### src/rtl/mips_alu_seq.sv
// mips_alu_seq: EX-stage MIPS ALU with registered single-cycle ops
// and iterative multiply/divide writing the HI/LO pair.
module mips_alu_seq #(
  parameter  int WIDTH = 32,
  localparam int SHW   = $clog2(WIDTH)
) (
  input  logic             clk,
  input  logic             reset,
  input  logic             start,
  output logic             ready,
  input  logic [3:0]       ALUCtl,
  input  logic [WIDTH-1:0] A,
  input  logic [WIDTH-1:0] B,
  input  logic [SHW-1:0]   Shamt,
  output logic [WIDTH-1:0] ALUOut,
  output logic             Zero,
  output logic             Overflow,
  output logic             out_valid
);

  localparam logic [3:0] OP_AND   = 4'd0;
  localparam logic [3:0] OP_OR    = 4'd1;
  localparam logic [3:0] OP_ADD   = 4'd2;
  localparam logic [3:0] OP_SLTU  = 4'd3;
  localparam logic [3:0] OP_SLL   = 4'd4;
  localparam logic [3:0] OP_SRL   = 4'd5;
  localparam logic [3:0] OP_SUB   = 4'd6;
  localparam logic [3:0] OP_SLT   = 4'd7;
  localparam logic [3:0] OP_SRA   = 4'd8;
  localparam logic [3:0] OP_MULT  = 4'd9;
  localparam logic [3:0] OP_MULTU = 4'd10;
  localparam logic [3:0] OP_DIV   = 4'd11;
  localparam logic [3:0] OP_NOR   = 4'd12;
  localparam logic [3:0] OP_DIVU  = 4'd13;
  localparam logic [3:0] OP_MFHI  = 4'd14;
  localparam logic [3:0] OP_MFLO  = 4'd15;

  typedef enum logic [1:0] {
    S_IDLE,
    S_RUN,
    S_FIX
  } state_t;

  state_t r_state;
  state_t w_next;

  logic               w_accept;
  logic               w_run;
  logic               w_fix;
  logic               w_is_md;
  logic               w_is_div;
  logic               w_sgn;
  logic               w_last;

  logic [SHW-1:0]     r_cnt;
  logic [2*WIDTH-1:0] r_acc;
  logic [WIDTH-1:0]   r_opb;
  logic [WIDTH-1:0]   r_hi;
  logic [WIDTH-1:0]   r_lo;
  logic               r_div;
  logic               r_neg_q;
  logic               r_neg_r;
  logic               r_bz;

  logic [WIDTH-1:0]   w_sum;
  logic [WIDTH-1:0]   w_dif;
  logic [WIDTH-1:0]   w_res;
  logic               w_ovf;
  logic [WIDTH-1:0]   w_abs_a;
  logic [WIDTH-1:0]   w_abs_b;

  logic [WIDTH:0]     w_madd;
  logic [2*WIDTH-1:0] w_mstep;
  logic [WIDTH:0]     w_dsh;
  logic [WIDTH:0]     w_ddif;
  logic [2*WIDTH-1:0] w_dstep;
  logic [2*WIDTH-1:0] w_prod;
  logic [WIDTH-1:0]   w_hi_fix;
  logic [WIDTH-1:0]   w_lo_fix;

  always_comb begin
    w_is_md  = (ALUCtl == OP_MULT) || (ALUCtl == OP_MULTU) ||
               (ALUCtl == OP_DIV)  || (ALUCtl == OP_DIVU);
    w_is_div = (ALUCtl == OP_DIV) || (ALUCtl == OP_DIVU);
    w_sgn    = (ALUCtl == OP_MULT) || (ALUCtl == OP_DIV);
    w_last   = (r_cnt == SHW'(WIDTH-1));
  end

  always_ff @(posedge clk) begin
    if (reset) r_state <= S_IDLE;
    else       r_state <= w_next;
  end

  always_comb begin
    w_next = r_state;
    unique case (r_state)
      S_IDLE:  if (w_accept && w_is_md) w_next = S_RUN;
      S_RUN:   if (w_last) w_next = S_FIX;
      S_FIX:   w_next = S_IDLE;
      default: w_next = S_IDLE;
    endcase
  end

  always_comb begin
    ready    = (r_state == S_IDLE) && !reset;
    w_accept = start && ready;
    w_run    = (r_state == S_RUN);
    w_fix    = (r_state == S_FIX);
  end

  always_comb begin
    w_sum = A + B;
    w_dif = A - B;
    w_res = '0;
    w_ovf = 1'b0;
    unique case (ALUCtl)
      OP_AND:  w_res = A & B;
      OP_OR:   w_res = A | B;
      OP_NOR:  w_res = ~(A | B);
      OP_ADD: begin
        w_res = w_sum;
        w_ovf = (A[WIDTH-1] == B[WIDTH-1]) &&
                (w_sum[WIDTH-1] != A[WIDTH-1]);
      end
      OP_SUB: begin
        w_res = w_dif;
        w_ovf = (A[WIDTH-1] != B[WIDTH-1]) &&
                (w_dif[WIDTH-1] != A[WIDTH-1]);
      end
      OP_SLT:  w_res = {{(WIDTH-1){1'b0}}, ($signed(A) < $signed(B))};
      OP_SLTU: w_res = {{(WIDTH-1){1'b0}}, (A < B)};
      OP_SLL:  w_res = B << Shamt;
      OP_SRL:  w_res = B >> Shamt;
      OP_SRA:  w_res = $unsigned($signed(B) >>> Shamt);
      OP_MFHI: w_res = r_hi;
      OP_MFLO: w_res = r_lo;
      default: w_res = '0;
    endcase
  end

  always_comb begin
    w_abs_a = (w_sgn && A[WIDTH-1]) ? -A : A;
    w_abs_b = (w_sgn && B[WIDTH-1]) ? -B : B;
  end

  // Upper half of r_acc is the partial product / remainder,
  // lower half the multiplier / dividend shifting out.
  always_comb begin
    w_madd  = {1'b0, r_acc[2*WIDTH-1:WIDTH]} +
              (r_acc[0] ? {1'b0, r_opb} : '0);
    w_mstep = {w_madd, r_acc[WIDTH-1:1]};
    w_dsh   = {r_acc[2*WIDTH-1:WIDTH], r_acc[WIDTH-1]};
    w_ddif  = w_dsh - {1'b0, r_opb};
    w_dstep = w_ddif[WIDTH] ?
              {w_dsh[WIDTH-1:0],  r_acc[WIDTH-2:0], 1'b0} :
              {w_ddif[WIDTH-1:0], r_acc[WIDTH-2:0], 1'b1};
  end

  always_comb begin
    w_prod   = r_neg_q ? -r_acc : r_acc;
    w_hi_fix = w_prod[2*WIDTH-1:WIDTH];
    w_lo_fix = w_prod[WIDTH-1:0];
    if (r_div) begin
      w_hi_fix = r_neg_r ? -r_acc[2*WIDTH-1:WIDTH]
                         : r_acc[2*WIDTH-1:WIDTH];
      w_lo_fix = r_bz ? '1 : w_prod[WIDTH-1:0];
    end
  end

  always_ff @(posedge clk) begin
    if (reset) begin
      ALUOut    <= '0;
      Zero      <= 1'b1;
      Overflow  <= 1'b0;
      out_valid <= 1'b0;
      r_hi      <= '0;
      r_lo      <= '0;
      r_cnt     <= '0;
      r_acc     <= '0;
      r_opb     <= '0;
      r_div     <= 1'b0;
      r_neg_q   <= 1'b0;
      r_neg_r   <= 1'b0;
      r_bz      <= 1'b0;
    end else begin
      out_valid <= 1'b0;
      if (w_accept && !w_is_md) begin
        ALUOut    <= w_res;
        Zero      <= (w_res == '0);
        Overflow  <= w_ovf;
        out_valid <= 1'b1;
      end
      if (w_accept && w_is_md) begin
        r_cnt   <= '0;
        r_acc   <= {{WIDTH{1'b0}}, w_abs_a};
        r_opb   <= w_abs_b;
        r_div   <= w_is_div;
        r_neg_q <= w_sgn && (A[WIDTH-1] ^ B[WIDTH-1]);
        r_neg_r <= w_sgn && A[WIDTH-1];
        r_bz    <= (B == '0);
      end
      if (w_run) begin
        r_acc <= r_div ? w_dstep : w_mstep;
        r_cnt <= r_cnt + SHW'(1);
      end
      if (w_fix) begin
        r_hi      <= w_hi_fix;
        r_lo      <= w_lo_fix;
        ALUOut    <= w_lo_fix;
        Zero      <= (w_lo_fix == '0);
        Overflow  <= 1'b0;
        out_valid <= 1'b1;
      end
    end
  end

endmodule

### config.mk
export PLATFORM = sky130hd
export DESIGN_NAME = mips_alu_seq
export DESIGN_NICKNAME = d
export VERILOG_FILES = /design/src/rtl/mips_alu_seq.sv
export SDC_FILE = /design/constraint.sdc
export NUM_CORES = 1
export LEC_CHECK = 0
export BUFFER_PORTS_ARGS = -buffer_cell sky130_fd_sc_hd__buf_2
export CAP_MARGIN = 10
export CORE_ASPECT_RATIO = 0.6
export CORE_UTILIZATION = 40
export DETAILED_ROUTE_END_ITERATION = 6
export PLACE_DENSITY_LB_ADDON = 0.08
export SYNTH_ARGS = -nofsm -noshare
export SYNTH_HDL_FRONTEND = slang
export SYNTH_SLANG_ARGS = --single-unit
### constraint.sdc
create_clock -name clk -period 4.28 [get_ports clk]
set_clock_uncertainty 0.15 [all_clocks]
set_input_delay 0.428 -clock clk [delete_from_list [all_inputs] [get_ports clk]]
set_output_delay 0.428 -clock clk [all_outputs]
set_load 0.05 [all_outputs]
Yosys cells after proc, flatten, opt, wreduce, memory -nomap -nowiden. Index checks and enable logic that the tools add are counted.

Flip-flop bits (word level): 206. Input port bits: 76. Output and inout port bits: 36. Word-level logic and storage cells: 106.

Add/subtract/negate cells: 9. $lt $le $gt $ge: 2. Eq/ne operators: 24. Shift-type cells: 3. Mux-type cells: 25. Bitwise logic cells: 4. Reduce and logical (&&, ||, !) cells: 25.

Operators with widths (number): one-hot mux 32 bit (12 select lines) (1); 2-to-1 mux 64 bit (5); 2-to-1 mux 32 bit (9); logical NOT 32 bit (3); negator 32 bit (3); less-than comparator 32 bit (2); negator 64 bit (1); adder 32 x 32 -> 33 bit (1); subtractor 33 x 32 -> 33 bit (1); adder 32 bit (1); AND 32 bit (1); equality test 4 bit, second input constant (8); NOT 32 bit (1); OR 32 bit (1); left shift 32 x 5 -> 32 bit (1); >> shifter 32 x 5 -> 32 bit (1); >>> shifter 32 x 5 -> 32 bit (1); subtractor 32 bit (1); equality test 4 x 3 -> 1 bit, second input constant (4); 2-to-1 mux 5 bit (2); logical AND 1 bit (9); equality test 4 x 2 -> 1 bit, second input constant (2); adder 5 x 1 -> 5 bit, second input constant (1); equality test 5 bit, second input constant (1); 19 further kinds (31).

Logic depth before layout (Yosys ltp).
Depth after elaboration: 8. Gate-level depth with buffers: 19. Gate-level depth less buffers: 15.

Least setup slack after synthesis. No wires, ideal clock.

Kind: input port to flip-flop. Start point: input B[16]. End point: register Zero. Setup time: 0.084 ns. Data arrival time: 4.008 ns. Required time: 4.046 ns. Setup slack: 0.037 ns. Cell stages on the path: 15. Buffers on the path: 2. Path through: clkbuf_1 > inv_1 > ha_1 > clkbuf_1 > or2_2 > or3_1 > o221ai_1 > a211oi_1 > a21boi_1 > o21ai_0 > mux2i_1 > o211ai_1 > or4_1 > or4_1 > o31ai_2.

Word-level cells in the longest chain between the ends: 6. Elaborated cells between the ends (all ways): 14.

Ends and longest elaborated chain: from (decl) (line 13) `input logic [WIDTH-1:0] B,`; branches (longest 2 deep; another with subtractor 32 bit); one-hot mux 32 bit (12 select lines) * (line 116) `unique case (ALUCtl)`; logical NOT 32 bit * (line 189) `Zero <= (w_res == '0);`; 2-to-1 mux 1 bit * (line 187) `if (w_accept && !w_is_md) begin`; 2-to-1 mux 1 bit * (line 206) `if (w_fix) begin`; to (signal assigned) (line 189); to (signal assigned) (line 210) `Zero <= (w_lo_fix == '0);`; to (decl) (line 16) `output logic Zero,`.

Mark *: on every way between the ends. The select of a mux whose other input is x is not followed. A chain may end at the register's enable or synchronous reset.

Worst setup path in the final report.
Start point: register r_acc[2]. End point: register Zero.

Word-level cells in the longest chain between the ends: 6.

Ends and longest elaborated chain: from (decl) (line 56) `logic [2*WIDTH-1:0] r_acc;`; from (signal assigned) (line 195) `r_acc <= {{WIDTH{1'b0}}, w_abs_a};`; from (signal assigned) (line 203) `r_acc <= r_div ? w_dstep : w_mstep;`; negator 64 bit (line 160) `w_prod = r_neg_q ? -r_acc : r_acc;`; 2-to-1 mux 64 bit * (line 160); 2-to-1 mux 32 bit (line 166) `w_lo_fix = r_bz ? '1 : w_prod[WIDTH-1:0];`; 2-to-1 mux 32 bit * (line 163) `if (r_div) begin`; logical NOT 32 bit * (line 210); 2-to-1 mux 1 bit * (line 206).

Every way passes the cells marked *; elsewhere a longest branch is shown, timed or not.

==> summary.txt <==
Yosys
  – Synth Cell Area: 25300 sq um
  – Ys Warns: 0
  – Synthesized area per cell: 7.23 sq um
  – Mapped Cells: about 3500
  – Number of synthesized flops with an enable pin: 0
  – Prevailing post-synth register cell: dfxtp_1
  – Post-synthesis async set-or-reset flop share: 0%
  – Yosys reg bits: just over 200
  – Sequential area share after synthesis: 16.3%
  – Syn_nets: 3748
  – Synth cell types: between 90 and 100

Setup path
  – Critical path peak fanout: 5
  – CP Capture Type: flop
  – Startpoint types: flop
  – Setup CP Type: reg -> reg
  – R2R Setup Slk: ~0.044 ns
  – Worst path required time: roughly 4.6 ns
  – CP arrival: 4.52 ns

Place
  – Placer Congestion: ~1.2
  – Dpl hpwl: approximately 130 mm
  – PortBufs: about 110
  – Placed cell area: 31400 sq um

Timing
  – Worst Max-Slew Pin Slew: 1.41 ns
  – Peak Freq: between 200 and 250 MHz
  – Final setup fails: 0
  – Final Slew Violations: 0
  – Fin crit period: about 4.2 ns
  – Crit share post-route: 99.0%
  – Max-slew headroom at the worst pin: under 10%
  – Final hold vios: 0
  – Hold Slack: 0.174 ns

Clocking
  – Clk Tree Root Cell: clkbuf_16
  – Hold Buf Count CTS: 0
  – Clk pin slew, worst setup/hold paths: approximately 0.07 ns
  – Longest Clk Path Bufs: 3
  – CTS H-tree lvls: 1
  – Worst-Skew Late Latency: 0.52 ns
  – Sink Count: between 200 and 250
  – CTS tree: done
  – Number of buffers created by CTS: 19

Drt
  – 1st-pass router iterations: 7
  – Via count: roughly 33000
  – Vias per cell: between 6 and 7
  – Number of DRC markers in iteration 0: ~5800
  – Routed WL: roughly 150 mm
  – DRC errors left: 13
  – WL/cell: 31.7 um
  – DRT antenna net count: 0

Final layout
  – Fillers: ~6000
  – Area growth syn-to-layout: 27.1%
  – Share of layout cells above drive strength 1: about a quarter
  – FF+latch area: just over 4000 sq um
  – Nets@finish: 4287
  – Multi-input gate area: 19600 sq um
  – Most frequent cells in the layout: 657 x buf_4, 369 x nor2_1, 334 x nand2_1
  – Most common cell after layout, fill and taps aside: buf_4
  – Post-route cell area: 32200 sq um

GRT
  – Largest net degree at the start of global routing: between 90 and 100
  – Initial antenna violation count: 17
  – First-pass GRT wire length: between 200 and 250 mm
  – Vias in the first global route: a little under 30000
  – GRT overflow: 0
  – Total global-route track usage: 46.2%

Pwr
  – Leakage: about 14 nW
  – Peak supply drop: between 0.2 and 0.25 mV
  – PwrDens: between 200 and 250 nW/um^2

Floorplan
  – Cell row count: 70
  – Die ar.: 64300 sq um
  – Die X: around 330 um
  – Die Height: a little under 200 um
  – Core Box Area: approximately 62000 sq um
  – IO Pins: ~110
  – Initial Util: around two fifths

Status
  – Failing checks: design-rule violations
  – Status: complete, but fails checks

Flow run
  – Total of max-cap violations: 0

Worst hold path
  – Min-delay worst type: in -> reg
final cells by class:
cell class | count | area share (%)
Multi-Input combinational cell | 2853 | 61.1
Timing Repair Buffer | 796 | 18.9
Sequential cell | 206 | 12.8
Tap cell | 828 | 3.22
Inverter | 162 | 1.89
Clock buffer | 19 | 1.48
Clock inverter | 14 | 0.537
Antenna cell | 5 | 0.0389
sequential cells by signal, indices dropped and copies added, names as in the netlist, 2 cells and up:
register	cells
r_hi	32
r_opb	32
ALUOut	32
r_acc	64
r_lo	32
r_state	2
r_cnt	5
repair_timing:
action                                  CTS  global route
setup buffers                             0             1
endpoints found under the setup margin    4            25
pin swaps                                 0             1
resized for setup                         3            19
report_power, final:
group	internal (mW)	total, mW	switching, mW
sequential	1.97	2.06	0.0858
clock	1.02	1.93	0.914
combinational	1.48	3.74	2.27
total	4.46	7.73	3.27
Yosys cell counts, types with 11 or more instances:
library cell / count / area share, %
nand3_1: 74 / 1.5
nand2b_1: 38 / 0.94
or3_1: 23 / 0.57
o21ai_0: 202 / 4.0
buf_2: 26 / 0.51
a21oi_1: 296 / 5.9
o31ai_1: 26 / 0.77
a21o_1: 58 / 1.7
mux2i_1: 137 / 5.4
mux4_2: 41 / 3.7
a221o_1: 11 / 0.44
nor2_1: 374 / 5.6
nor3_1: 68 / 1.3
a31oi_1: 51 / 1.3
o211ai_1: 41 / 1.2
o21a_1: 19 / 0.56
clkbuf_1: 218 / 3.2
o41ai_1: 16 / 0.55
xnor2_1: 140 / 4.8
and2_1: 21 / 0.52
o221ai_1: 20 / 0.69
o2111ai_1: 15 / 0.52
and3_1: 33 / 0.82
a22oi_1: 40 / 1.2
inv_1: 158 / 2.3
o21bai_1: 18 / 0.53
o22ai_1: 28 / 0.69
buf_1: 26 / 0.39
nor4_1: 35 / 0.87
ha_1: 169 / 8.4
mux2_2: 34 / 1.5
a221oi_1: 31 / 1.1
a211oi_1: 138 / 4.1
a311oi_1: 16 / 0.55
a211o_1: 13 / 0.45
nor2b_1: 36 / 0.89
nand2_1: 334 / 5.0
a2111oi_0: 14 / 0.48
nand4_1: 26 / 0.64
or4_1: 14 / 0.42
or2_2: 13 / 0.32
dfxtp_1: 206 / 16
xor2_1: 42 / 1.5
critical path: stages (launching register included):
cell and delay [ns]:
dfxtp_1 0.32, nor4_1 0.30, buf_4 0.19, nand4_1 0.30
or3_4 0.54, or2_1 0.33, o41ai_2 0.30, xor2_1 0.23
nand2_1 0.25, or4_1 0.74, nor4_1 0.23, a21oi_1 0.17
o31ai_2 0.09
through the flow:
stage | std cells | utilization [%] | setup slack, ns | power [mW] | setup TNS, ns
after global placement | 4844 | 50.9 | -0.698 | 5.53 | -0.724
after CTS | 4877 | 52.0 | 0.0223 | 7.46 | 0
after detailed placement | 4844 | 50.9 | -0.620 | 5.57 | -0.723
final | 4883 | 52.1 | 0.0442 | 7.73 | 0
after global routing | 4879 | 52.1 | -0.0455 | 7.89 | -0.0818
after floorplan | 3499 | - | 0.0373 | 3.83 | 0
kinds of logic (layout without fill, tap and decap cells):
logic type | count (synthesis) | after routing | share of synthesized area [%]
other cells | 0 | 5 | 0
fa+ha+maj | 173 | 173 | 8.68
simple gates | 1134 | 1134 | 20.8
mux | 216 | 216 | 11.0
flops | 206 | 206 | 16.3
compound gates | 1148 | 1148 | 30.1
buf+inv | 440 | 991 | 6.84
xor+xnor | 182 | 182 | 6.30
final timing paths:
check,startpoint,end,cells after the start
setup / recovery,r_acc[2]$_SDFFE_PP0P_,Zero$_SDFFE_PP1P_,12
hold / removal,B[0],r_opb[0]$_SDFFE_PP0P_,4
setup reg to reg,r_acc[2]$_SDFFE_PP0P_,Zero$_SDFFE_PP1P_,12
hold reg to reg,r_lo[3]$_SDFFE_PP0P_,r_lo[3]$_SDFFE_PP0P_,2
per-layer routing:
metal | GRT usage (%) | up-vias | share of wire, %
li1 | - | 14000 | -
met4 | 11.1 | 16 | 3.2
met3 | 24.8 | 341 | 19
met2 | 55.9 | 2830 | 35
met5 | 3.67 | - | 0.26
met1 | 67.8 | 16000 | 43
Power figures use the tool's default switching activity.
